===== config.mk =====
export PLATFORM = sky130hd
export DESIGN_NAME = avalon_led_btn_ctrl
export DESIGN_NICKNAME = d
export VERILOG_FILES = /design/src/rtl/avalon_led_btn_pkg.sv /design/src/rtl/btn_debounce.sv /design/src/rtl/avalon_led_btn_ctrl.sv
export SDC_FILE = /design/constraint.sdc
export NUM_CORES = 1
export LEC_CHECK = 0
export BUFFER_PORTS_ARGS = -buffer_cell sky130_fd_sc_hd__buf_2
export CAP_MARGIN = 20
export CORE_ASPECT_RATIO = 1.5
export CORE_MARGIN = 2
export CORE_UTILIZATION = 39
export DETAILED_ROUTE_END_ITERATION = 10
export PLACE_DENSITY = 0.58
export SLEW_MARGIN = 40
export SYNTH_ARGS = -nofsm -noshare
export SYNTH_HDL_FRONTEND = slang
export SYNTH_SLANG_ARGS = --single-unit

===== constraint.sdc =====
create_clock -name clk -period 2.2 [get_ports clk]
set_input_delay 0.44 -clock clk [delete_from_list [all_inputs] [get_ports clk]]
set_output_delay 0.44 -clock clk [all_outputs]
set_load 0.03 [all_outputs]

===== src/rtl/avalon_led_btn_pkg.sv =====
// Shared register map and address type for the LED/button Avalon-MM peripheral.
package avalon_led_btn_pkg;

  typedef logic [2:0] reg_addr_t;

  localparam reg_addr_t ADDR_LED_OUT   = 3'd0;
  localparam reg_addr_t ADDR_LED_MODE  = 3'd1;
  localparam reg_addr_t ADDR_PWM_DUTY  = 3'd2;
  localparam reg_addr_t ADDR_BTN_STATE = 3'd3;
  localparam reg_addr_t ADDR_BTN_EDGE  = 3'd4;
  localparam reg_addr_t ADDR_IRQ_MASK  = 3'd5;

endpackage


===== src/rtl/btn_debounce.sv =====
// Single-button debouncer: synchronises an active-low raw input and only
// accepts a new level after it has been stable for DEBOUNCE_CYCLES cycles.
module btn_debounce #(
  parameter int DEBOUNCE_CYCLES = 50000
) (
  input  logic clk,
  input  logic reset,
  input  logic raw_n,
  output logic state,
  output logic rise_pulse
);

  localparam int CW = (DEBOUNCE_CYCLES > 2) ? $clog2(DEBOUNCE_CYCLES) : 1;
  localparam logic [CW-1:0] CNT_MAX = CW'(DEBOUNCE_CYCLES - 1);

  logic          sync1;
  logic          sync2;
  logic [CW-1:0] cnt;

  // High in the cycle whose closing edge moves the debounced state from 0 to 1.
  assign rise_pulse = sync2 & ~state & (cnt == CNT_MAX);

  always_ff @(posedge clk) begin
    if (reset) begin
      sync1 <= 1'b0;
      sync2 <= 1'b0;
      cnt   <= '0;
      state <= 1'b0;
    end else begin
      sync1 <= ~raw_n;
      sync2 <= sync1;
      if (sync2 == state) begin
        cnt <= '0;
      end else if (cnt == CNT_MAX) begin
        state <= sync2;
        cnt   <= '0;
      end else begin
        cnt <= cnt + 1'b1;
      end
    end
  end

endmodule


===== src/rtl/avalon_led_btn_ctrl.sv =====
// Avalon-MM LED/button peripheral: static or PWM-dimmed LEDs, debounced
// buttons with press-edge capture and a maskable level interrupt.
module avalon_led_btn_ctrl #(
  parameter int NUM_LEDS        = 8,
  parameter int NUM_BTNS        = 4,
  parameter int PWM_BITS        = 8,
  parameter int DEBOUNCE_CYCLES = 50000
) (
  input  logic                clk,
  input  logic                reset,
  input  logic [2:0]          avs_s0_address,
  input  logic                avs_s0_read,
  input  logic                avs_s0_write,
  input  logic [31:0]         avs_s0_writedata,
  output logic [31:0]         avs_s0_readdata,
  input  logic [NUM_BTNS-1:0] button_in_port,
  output logic [NUM_LEDS-1:0] leds,
  output logic                irq
);

  import avalon_led_btn_pkg::*;

  reg_addr_t           addr;
  logic [NUM_LEDS-1:0] led_out;
  logic [NUM_LEDS-1:0] led_mode;
  logic [PWM_BITS-1:0] pwm_duty;
  logic [PWM_BITS-1:0] pwm_cnt;
  logic                pwm_on;
  logic [NUM_BTNS-1:0] btn_state;
  logic [NUM_BTNS-1:0] btn_rise;
  logic [NUM_BTNS-1:0] btn_edge;
  logic [NUM_BTNS-1:0] irq_mask;
  logic [NUM_BTNS-1:0] edge_clr;
  logic [31:0]         rd_mux;
  logic                unused_wdata;

  assign addr         = avs_s0_address;
  assign pwm_on       = (pwm_cnt < pwm_duty);
  assign unused_wdata = &{1'b0, avs_s0_writedata};

  for (genvar i = 0; i < NUM_BTNS; i++) begin : g_btn
    btn_debounce #(
      .DEBOUNCE_CYCLES(DEBOUNCE_CYCLES)
    ) u_debounce (
      .clk       (clk),
      .reset     (reset),
      .raw_n     (button_in_port[i]),
      .state     (btn_state[i]),
      .rise_pulse(btn_rise[i])
    );
  end

  always_comb begin
    edge_clr = '0;
    if (avs_s0_write && addr == ADDR_BTN_EDGE) begin
      edge_clr = avs_s0_writedata[NUM_BTNS-1:0];
    end
  end

  // A new press in the same cycle as a W1C write keeps the bit set.
  always_ff @(posedge clk) begin
    if (reset) begin
      led_out  <= '0;
      led_mode <= '0;
      pwm_duty <= '0;
      irq_mask <= '0;
      btn_edge <= '0;
    end else begin
      if (avs_s0_write) begin
        case (addr)
          ADDR_LED_OUT:  led_out  <= avs_s0_writedata[NUM_LEDS-1:0];
          ADDR_LED_MODE: led_mode <= avs_s0_writedata[NUM_LEDS-1:0];
          ADDR_PWM_DUTY: pwm_duty <= avs_s0_writedata[PWM_BITS-1:0];
          ADDR_IRQ_MASK: irq_mask <= avs_s0_writedata[NUM_BTNS-1:0];
          default: ;
        endcase
      end
      btn_edge <= (btn_edge & ~edge_clr) | btn_rise;
    end
  end

  always_ff @(posedge clk) begin
    if (reset) begin
      pwm_cnt <= '0;
      leds    <= '0;
      irq     <= 1'b0;
    end else begin
      pwm_cnt <= pwm_cnt + 1'b1;
      leds    <= led_out & (~led_mode | {NUM_LEDS{pwm_on}});
      irq     <= |(btn_edge & irq_mask);
    end
  end

  always_comb begin
    rd_mux = '0;
    case (addr)
      ADDR_LED_OUT:   rd_mux[NUM_LEDS-1:0] = led_out;
      ADDR_LED_MODE:  rd_mux[NUM_LEDS-1:0] = led_mode;
      ADDR_PWM_DUTY:  rd_mux[PWM_BITS-1:0] = pwm_duty;
      ADDR_BTN_STATE: rd_mux[NUM_BTNS-1:0] = btn_state;
      ADDR_BTN_EDGE:  rd_mux[NUM_BTNS-1:0] = btn_edge;
      ADDR_IRQ_MASK:  rd_mux[NUM_BTNS-1:0] = irq_mask;
      default: ;
    endcase
  end

  // Read data samples pre-write register contents and holds between reads.
  always_ff @(posedge clk) begin
    if (reset) begin
      avs_s0_readdata <= '0;
    end else if (avs_s0_read) begin
      avs_s0_readdata <= rd_mux;
    end
  end

endmodule


==> results of run 1 <==
-- per-stage QoR --
stage / instances / power [mW] / setup WS, ns / util [%] / instance area [sq um]
after floorplan: 691 / 2.74 / 0.440 / - / 6080
after global placement: 888 / 2.78 / 0.327 / 41.7 / 6290
after detailed placement: 888 / 2.79 / 0.285 / 41.7 / 6290
after CTS: 920 / 5.61 / 0.267 / 45.7 / 6880
after global routing: 920 / 5.75 / 0.160 / 45.7 / 6880
final: 920 / 5.54 / 0.286 / 45.7 / 6880
-- final cells by class --
cell class                      count  area share, %
Timing Repair Buffer               52           4.40
Clock buffer                       21           6.84
Sequential cell                   133           38.7
Clock inverter                     11           1.82
Multi-Input combinational cell    476           43.1
Tap cell                          199           3.62
Inverter                           28           1.53
-- critical path, delay by kind of cell, from the launching register on --
| family | cells | cell delay [ns] |
|---|---|---|
| simple gates | 4 | 1.25 |
| flops | 1 | 0.35 |
| buf+inv | 1 | 0.20 |
-- where the power goes --
group	internal (mW)	switching (mW)
clock network	1.76	1.04
logic	0.0795	0.196
registers	2.44	0.0210
total	4.28	1.26
-- cells by family after synthesis --
family / count (synthesis) / synth area share (%)
and+or+nand+nor: 275 / 23.1
buffers and inverters: 82 / 7.52
AOI/OAI and AO/OA: 82 / 9.50
DFF: 133 / 44.4
xor gates and xnor gates: 57 / 8.33
muxes: 22 / 3.72
adders and majority gates: 16 / 3.34
other: 1 / 0.0626
-- routing by layer --
layer | GRT usage (%) | part of all wire [%]
met5 | 0 | 0
met4 | 6.10 | 1.6
met3 | 3.97 | 4.4
met1 | 17.3 | 43
met2 | 28.1 | 51
-- flip-flops by register name, indices dropped and copies added, names as in the netlist --
name	flops
led_out	8
g_btn.u_debounce.sync2	4
g_btn.u_debounce.state	4
irq	1
pwm_cnt	8
g_btn.u_debounce.cnt	64
led_mode	8
leds	8
g_btn.u_debounce.sync1	4
avs_s0_readdata	8
irq_mask	4
btn_edge	4
pwm_duty	8
-- cell usage in the layout (no fill, tap or decap), types with 3 or more instances in the layout --
master	count
nand2_1	51
clkbuf_16	17
buf_2	35
o21ai_0	5
nor4_1	7
xnor2_1	23
clkbuf_8	3
and4_1	7
nand3_1	28
and2_1	4
or3_1	7
nor2b_1	8
nor4bb_1	3
o21a_1	9
dfxtp_1	133
clkinvlp_4	5
xor2_1	34
and3_1	9
a211oi_1	7
buf_4	17
conb_1	24
nor3_1	5
inv_1	28
o211a_1	3
nor2_1	106
o2bb2ai_1	4
a21oi_1	26
nand4_1	22
mux2i_1	20
or4b_1	3
a41o_1	3
ha_1	16
a22oi_1	11
-- path summary, 6_finish.rpt --
path	startpoint	to	slack (ns)
setup / recovery	g_btn[3].u_debounce.cnt[5]	g_btn[3].u_debounce.cnt[6]	0.29
hold reg to reg	g_btn[2].u_debounce.sync1	g_btn[2].u_debounce.sync2	0.44
setup reg to reg	g_btn[3].u_debounce.cnt[5]	g_btn[3].u_debounce.cnt[6]	0.29
hold / removal	button_in_port[0]	g_btn[0].u_debounce.sync1	0.17
==> metrics.txt, run 1 <==
fmax=522 MHz; RSZ-0062 raised after global routing=no; First-pass DRT Iterations=5; Die Area=16400 sq um; WHS=0.170 ns; CTS tree=built; clock tree buffer depth=2; clk_lat worst skew=0.41 ns; Leakage=2.56 nW; post-synthesis cell area=5990 sq um; initial antenna violation count=0; worst hold path class=in2reg; Post-synth ARST share=0%; Setup violations, final=0; dominant synthesized flop cell=dfxtp_1; Crit Path Category=reg2reg; Num CTS Buffers=17; Crit-path slowest cell=or4b_1; Area Overhead vs Synth=14.8%; total track usage=15.6%; Worst Path Required=2.49 ns; Worst VDD drop=0.422 mV; Critical Path AT=2.21 ns; post-synthesis register bit count=133; via count of the routed design=4728; PwrDens=805 nW/um^2; clock sinks=133; synthesized instance count=668; Rows=55; Tcrit/Tclk final=87.0%; setup TNS=0 ns; Reg clk slew, reported paths=0.06 ns; 1st-iter DRT viols=238; DRC viols=0; slew of the pin with the lowest slew margin=0.758 ns; Max Cap Viol=0; remaining antenna violation count=0; Worst Path Max Fanout=16; Synth Warn #=0; synth top area cells=dfxtp_1 44%, nor2_1 6.6%, xor2_1 5.0%, buf_4 3.4%, xnor2_1 3.4%; outcome=finished clean; Tmin final=1.91 ns; most frequent cells after synthesis=133 x dfxtp_1, 106 x nor2_1, 51 x nand2_1; DR WL/cell=13.5 um; n_diodes=0; Seq/Total Area, Yosys=44.4%; Worst Reg-to-Reg Cells=5; Root Driver=clkbuf_16; Final nets=767; Hold Buf Count CTS=0; global route overflow=0; Crit. End Element=flop; CTS resizes=0; chip height=156 um; chip width=105 um; critical-path cell list=or4b_1, nor4_2, or3_1, buf_4, nor2_1; Routed WL=12500 um; Yosys cell types=54; top-area cell type share of the netlist area=44.4%; routability cong.=0.857; Final Hold Viols=0; ratio of cells with drive above 1 in the final layout=12.3%; pin count of the biggest net entering global routing=26; Worst Hold Depth=2; Filler Cell Count=1452; Worst slew margin=49.2%; I/O pins=84; Worst setup SP type=flop; Max Clock Skew=0.00737 ns; Post-synth EDFFs=0; flip-flop and latch area=2660 sq um; Vias/cell=5.14; area of the multi-input gates=2970 sq um; Avg Cell Area, Syn=8.97 sq um; crit-path max cell delay=0.56 ns; vias in the first global route=4492; leading area contributor after synthesis=dfxtp_1; # H-tree levels=4; postcts setup bufs=0; max-slew violation count=0; Post-DP HPWL=8950 um; I/O Buffers=35; CORE AREA=15100 sq um; global-route wire length before repair=20800 um; Initial Util=39.8%; count leader, synth=dfxtp_1
No activity file was read; power rests on OpenSTA's default activity.
==> run 2, diff against run 1 <==
--- a/config.mk
+++ b/config.mk
@@ -12,6 +12,7 @@
 export CORE_UTILIZATION = 39
 export DETAILED_ROUTE_END_ITERATION = 10
 export PLACE_DENSITY = 0.58
+export SETUP_SLACK_MARGIN = 0.5
 export SLEW_MARGIN = 40
 export SYNTH_ARGS = -nofsm -noshare
 export SYNTH_HDL_FRONTEND = slang
==> metrics.txt, run 2 (synthesis gave the netlist of run 1 again) <==
commonest non-fill, non-tap cell in the layout=dfxtp_1; fmax=596 MHz; Critical Path AT=1.96 ns; I/O pins=84; total track usage=16.4%; Setup violations, final=0; routability cong.=0.799; DP Cell Count=888; Die Area=16400 sq um; Reg clk slew, reported paths=0.06 ns; most frequent cells in the layout=116 x dfxtp_1, 93 x nor2_1, 50 x nand2_1; setup TNS=0 ns; pin count of the biggest net entering global routing=32; Area Overhead vs Synth=22.2%; Worst Hold Depth=2; register bank with the most flops=g_btn.u_debounce.cnt; DR WL/cell=14.2 um; via count of the routed design=4766; outcome=finished clean; setup slack, reg-to-reg=0.52 ns; First-pass DRT Iterations=6; Max Clock Skew=0.0125 ns; Clock Power Share=51.8%; PwrDens=790 nW/um^2; Leakage=2.76 nW; hold path startpoint=button_in_port[1]; Worst slew margin=61.2%; Worst Reg-to-Reg Cells=5; ratio of cells with drive above 1 in the final layout=21.0%; chip width=105 um; met2 GRT Util=29.3%; Worst Path Required=2.49 ns; Seq pwr share=42.6%; worst hold path class=in2reg; remaining antenna violation count=0; vias in the first global route=4579; # H-tree levels=4; Worst VDD drop=0.380 mV; RSZ-0062 raised after global routing=yes; clock sinks=133; switching share of power=21.5%; NetSw=1.24 mW; Int Power=4.54 mW; met1 Resource Use GR=18.8%; 1st-iter DRT viols=149; Worst Path Max Fanout=8; Routed WL=13400 um; R2R Path End=g_btn[2].u_debounce.cnt[2]; peak-usage layer in the global routing report=met2; M3 GR Usage=4.51%; chip height=156 um; initial antenna violation count=2; slew of the pin with the lowest slew margin=0.579 ns; Rows=55; CTS tree=built; clock tree buffer depth=2; Filler Cell Count=1441; global route overflow=0; combinational share of power=5.6%; Final nets=785; Final Hold Viols=0; I/O Buffers=35; Tcrit/Tclk final=76.2%; Worst setup SP type=flop; Post-DP HPWL=9300 um; Vias/cell=5.07; fin cells=940; DRC viols=0; global-route wire length before repair=21800 um; Hold Crit Endpoint=g_btn[1].u_debounce.sync1; clk_lat worst skew=0.41 ns; Crit. End Element=flop; Max Cap Viol=0; Root Driver=clkbuf_16; max FFs per register=64; Tmin final=1.68 ns; Crit Path Category=reg2reg; FF-to-FF Start=g_btn[2].u_debounce.cnt[7]; Initial Util=39.8%; max-slew violation count=0; Num CTS Buffers=17; CORE AREA=15100 sq um
==> run 2: cell count changes in the layout (fill, tap and decap cells not counted), moves of 3 or more <==
cell | before | now
buf_4 | 17 | 29
buf_6 | 0 | 3
clkbuf_1 | 1 | 4
clkinvlp_4 | 5 | 1
dfxtp_1 | 133 | 116
dfxtp_2 | 0 | 16
nor2_1 | 106 | 93
nor2_2 | 0 | 7
nor2_4 | 0 | 6
or4b_1 | 3 | 0
or4b_4 | 0 | 3
==> run 2: worst max path at each step <==
stage | from | to | slack (ns) | cells past startpoint
detailed placement | pwm_duty[1] | leds[0] | 0.38 | 5
finish | g_btn[2].u_debounce.cnt[7] | g_btn[2].u_debounce.cnt[2] | 0.52 | 5
global route | g_btn[3].u_debounce.cnt[12] | g_btn[3].u_debounce.state | 0.46 | 5
floorplan | g_btn[2].u_debounce.cnt[4] | g_btn[2].u_debounce.cnt[11] | 0.48 | 7
global placement | pwm_duty[1] | leds[0] | 0.40 | 5
CTS | g_btn[3].u_debounce.cnt[5] | g_btn[3].u_debounce.state | 0.47 | 5
==> run 2: final cells by class <==
class	instances	area, sq um	area share [%]
Tap cell	199	249	3.40
Antenna cell	2	5.00	0.0684
Multi-Input combinational cell	476	3160	43.1
Clock inverter	8	146	2.00
Inverter	28	105	1.44
Timing Repair Buffer	70	492	6.72
Sequential cell	133	2690	36.7
Clock buffer	24	482	6.58
==> run 2: per-layer routing <==
metal,vias to the layer above,share of wire (%)
met5,-,0
met4,0,1.3
met3,16,3.6
met2,84,52
met1,2286,43
li1,2380,-
==> run 2: what timing repair did <==
item,4_1_cts,5_1_grt
endpoints found under the setup margin,58,75
buffers inserted,9,8
hold buffers,0,0
pin swaps,5,18
gates resized for setup,14,54
cloned,0,1
==> run 2: per-stage QoR <==
stage	area [sq um]	util, %	setup slack [ns]	power, mW	hold WS (ns)
6_report	7320	48.6	0.523	5.78	0.183
3_3_place_gp	6300	41.8	0.399	2.79	0.421
4_1_cts	7050	46.8	0.469	5.82	0.172
5_1_grt	7320	48.5	0.457	5.98	0.168
3_5_place_dp	6300	41.8	0.379	2.79	0.432
2_1_floorplan	6110	-	0.483	2.74	0.411
==> run 2: power groups by stage <==
stage | clock (mW) | combinational (mW) | sequential [mW]
detailed placement | 0 | 0.280 | 2.51
CTS | 3.06 | 0.303 | 2.46
global placement | 0 | 0.275 | 2.51
finish | 3.00 | 0.323 | 2.46
floorplan | 0 | 0.221 | 2.52
global route | 3.17 | 0.349 | 2.46
==> run 2: critical path, cell delays in order, from the launching register on <==
cell,delay (ns)
dfxtp_2,0.32
or4_4,0.55
nor4_4,0.27
or3_4,0.22
buf_12,0.16
nor2_4,0.04
==> run 3, diff against run 2 <==
==> constraint.sdc (replaced) <==
create_clock -name clk -period 1.7 [get_ports clk]
set_input_delay 0.34 -clock clk [delete_from_list [all_inputs] [get_ports clk]]
set_output_delay 0.34 -clock clk [all_outputs]
set_load 0.03 [all_outputs]
==> metrics.txt, run 3 (synthesis gave the netlist of run 1 again) <==
I/O Buffers=35; PwrDens=967 nW/um^2; R2R Path End=g_btn[1].u_debounce.cnt[3]; clk_lat worst skew=0.42 ns; commonest non-fill, non-tap cell in the layout=nor2_1; met3 WL=481 um; via count of the routed design=4936; global-route wire length before repair=23700 um; Num CTS Buffers=17; Worst Hold Depth=2; Crit-path slowest cell=or4b_4; fin cells=976; Initial Util=39.8%; Setup violations, final=0; Worst VDD drop=0.725 mV; Rows=55; met1 wire length=5880 um; chip height=156 um; outcome=finished clean; Worst Path Max Fanout=8; total track usage=18.0%; Hold Crit Endpoint=g_btn[3].u_debounce.sync1; Tmin final=1.70 ns; fin area=8110 sq um; DP Cell Count=914; DR WL/cell=14.8 um; Leakage=3.09 nW; register bank with the most flops=g_btn.u_debounce.cnt; RSZ-0062 raised after global routing=yes; Final nets=822; # H-tree levels=4; Layout Utilization=53.8%; I/O pins=84; Vias/cell=5.06; Root Driver=clkbuf_16; pin count of the biggest net entering global routing=32; Reg clk slew, reported paths=0.06 ns; max FFs per register=64; global route overflow=0; clock sinks=133; critical-path cell list=or4b_4, nor4_4, or3_4, clkbuf_16, nor2_1; vias in the first global route=4990; crit-path max cell delay=0.55 ns; Top Metal Used=met4; Tcrit/Tclk final=99.7%; Final Hold Viols=0; setup slack, reg-to-reg=0.005 ns; Worst Reg-to-Reg Cells=5; chip width=105 um; Die Area=16400 sq um; Worst Path Required=2.01 ns; most frequent cells in the layout=82 x nor2_1, 77 x dfxtp_1, 61 x buf_4; Max Clock Skew=0.00868 ns; max-slew violation count=0; clock tree buffer depth=2; First-pass DRT Iterations=4; worst hold path class=in2reg; Crit. End Element=flop; DRC viols=0; metal2 WL=7870 um; fmax=590 MHz; Post-DP HPWL=9970 um; 1st-iter DRT viols=199; WHS=0.0597 ns; Routed WL=14400 um; routability cong.=0.806; Max Cap Viol=0; Area Overhead vs Synth=35.4%; Critical Path AT=2.00 ns; FF-to-FF Start=g_btn[1].u_debounce.cnt[10]; CTS tree=built; Crit Path Category=reg2reg; area of placed instances=6690 sq um; Worst setup SP type=flop; CORE AREA=15100 sq um; ratio of cells with drive above 1 in the final layout=35.8%; remaining antenna violation count=0; hold path startpoint=button_in_port[3]; initial antenna violation count=1
[run 3: changes by cell type in the layout (fill, tap and decap cells not counted), sizes merged]
cell,delta
clkinvlp,+1
diode,-1
bufinv,+2
clkbuf,-3
buf,+35
clkinv,+2
[run 3: stage by stage]
stage               worst slack, ns  setup TNS (ns)  total power [mW]
detailed placement          -0.0143         -0.0951              3.66
global route                -0.0565           -1.61              8.09
CTS                          0.0200               0              7.88
finish                      0.00472               0              7.84
floorplan                   -0.0159          -0.156              3.58
global placement             0.0320               0              3.65
[run 3: final cells by class]
cell class                      instances  area (sq um)
Sequential cell                       133          2750
Clock buffer                           19           453
Inverter                               28           105
Fill cell                            1364          6960
Tap cell                              199           249
Multi-Input combinational cell        476          3400
Antenna cell                            1          2.50
Clock inverter                         13           228
Timing Repair Buffer                  107           928
[run 3: how the worst max path moves through the flow]
stage | to | from | slack [ns] | depth (start not counted)
3_3_place_gp | g_btn[2].u_debounce.cnt[15] | g_btn[2].u_debounce.cnt[15] | 0.03 | 5
4_1_cts | g_btn[2].u_debounce.cnt[6] | g_btn[2].u_debounce.cnt[11] | 0.02 | 5
5_1_grt | g_btn[1].u_debounce.cnt[11] | g_btn[1].u_debounce.cnt[10] | -0.06 | 5
2_1_floorplan | g_btn[2].u_debounce.cnt[11] | g_btn[2].u_debounce.cnt[4] | -0.02 | 7
6_report | g_btn[1].u_debounce.cnt[3] | g_btn[1].u_debounce.cnt[10] | 0.005 | 5
3_5_place_dp | g_btn[1].u_debounce.cnt[15] | g_btn[1].u_debounce.cnt[12] | -0.01 | 5
[run 3: where the power goes]
group	leakage, nW	switching, mW	internal, mW	total [mW]
registers	1.11	0.0308	3.15	3.18
logic	1.65	0.292	0.176	0.468
clock network	0.329	1.37	2.82	4.19
total	3.09	1.69	6.15	7.84
[run 3: worst max-delay path: cells and delay by family, from the launching register on]
kind / cells / cell delay, ns
buffers and inverters: 1 / 0.15
AND/OR/NAND/NOR: 4 / 1.12
flip-flops: 1 / 0.31
[run 3: metal layers]
metal,up-vias,global-route usage [%]
met1,2380,19.5
met3,18,4.76
met5,-,0
met2,81,33.2
li1,2457,-
met4,0,7.05
[run 3: timing repair]
item	CTS	global route
setup buffers	21	6
cloned	0	2
hold buffers	0	0
resized for setup	100	55
pin swaps	21	13
endpoints found under the setup margin	98	108
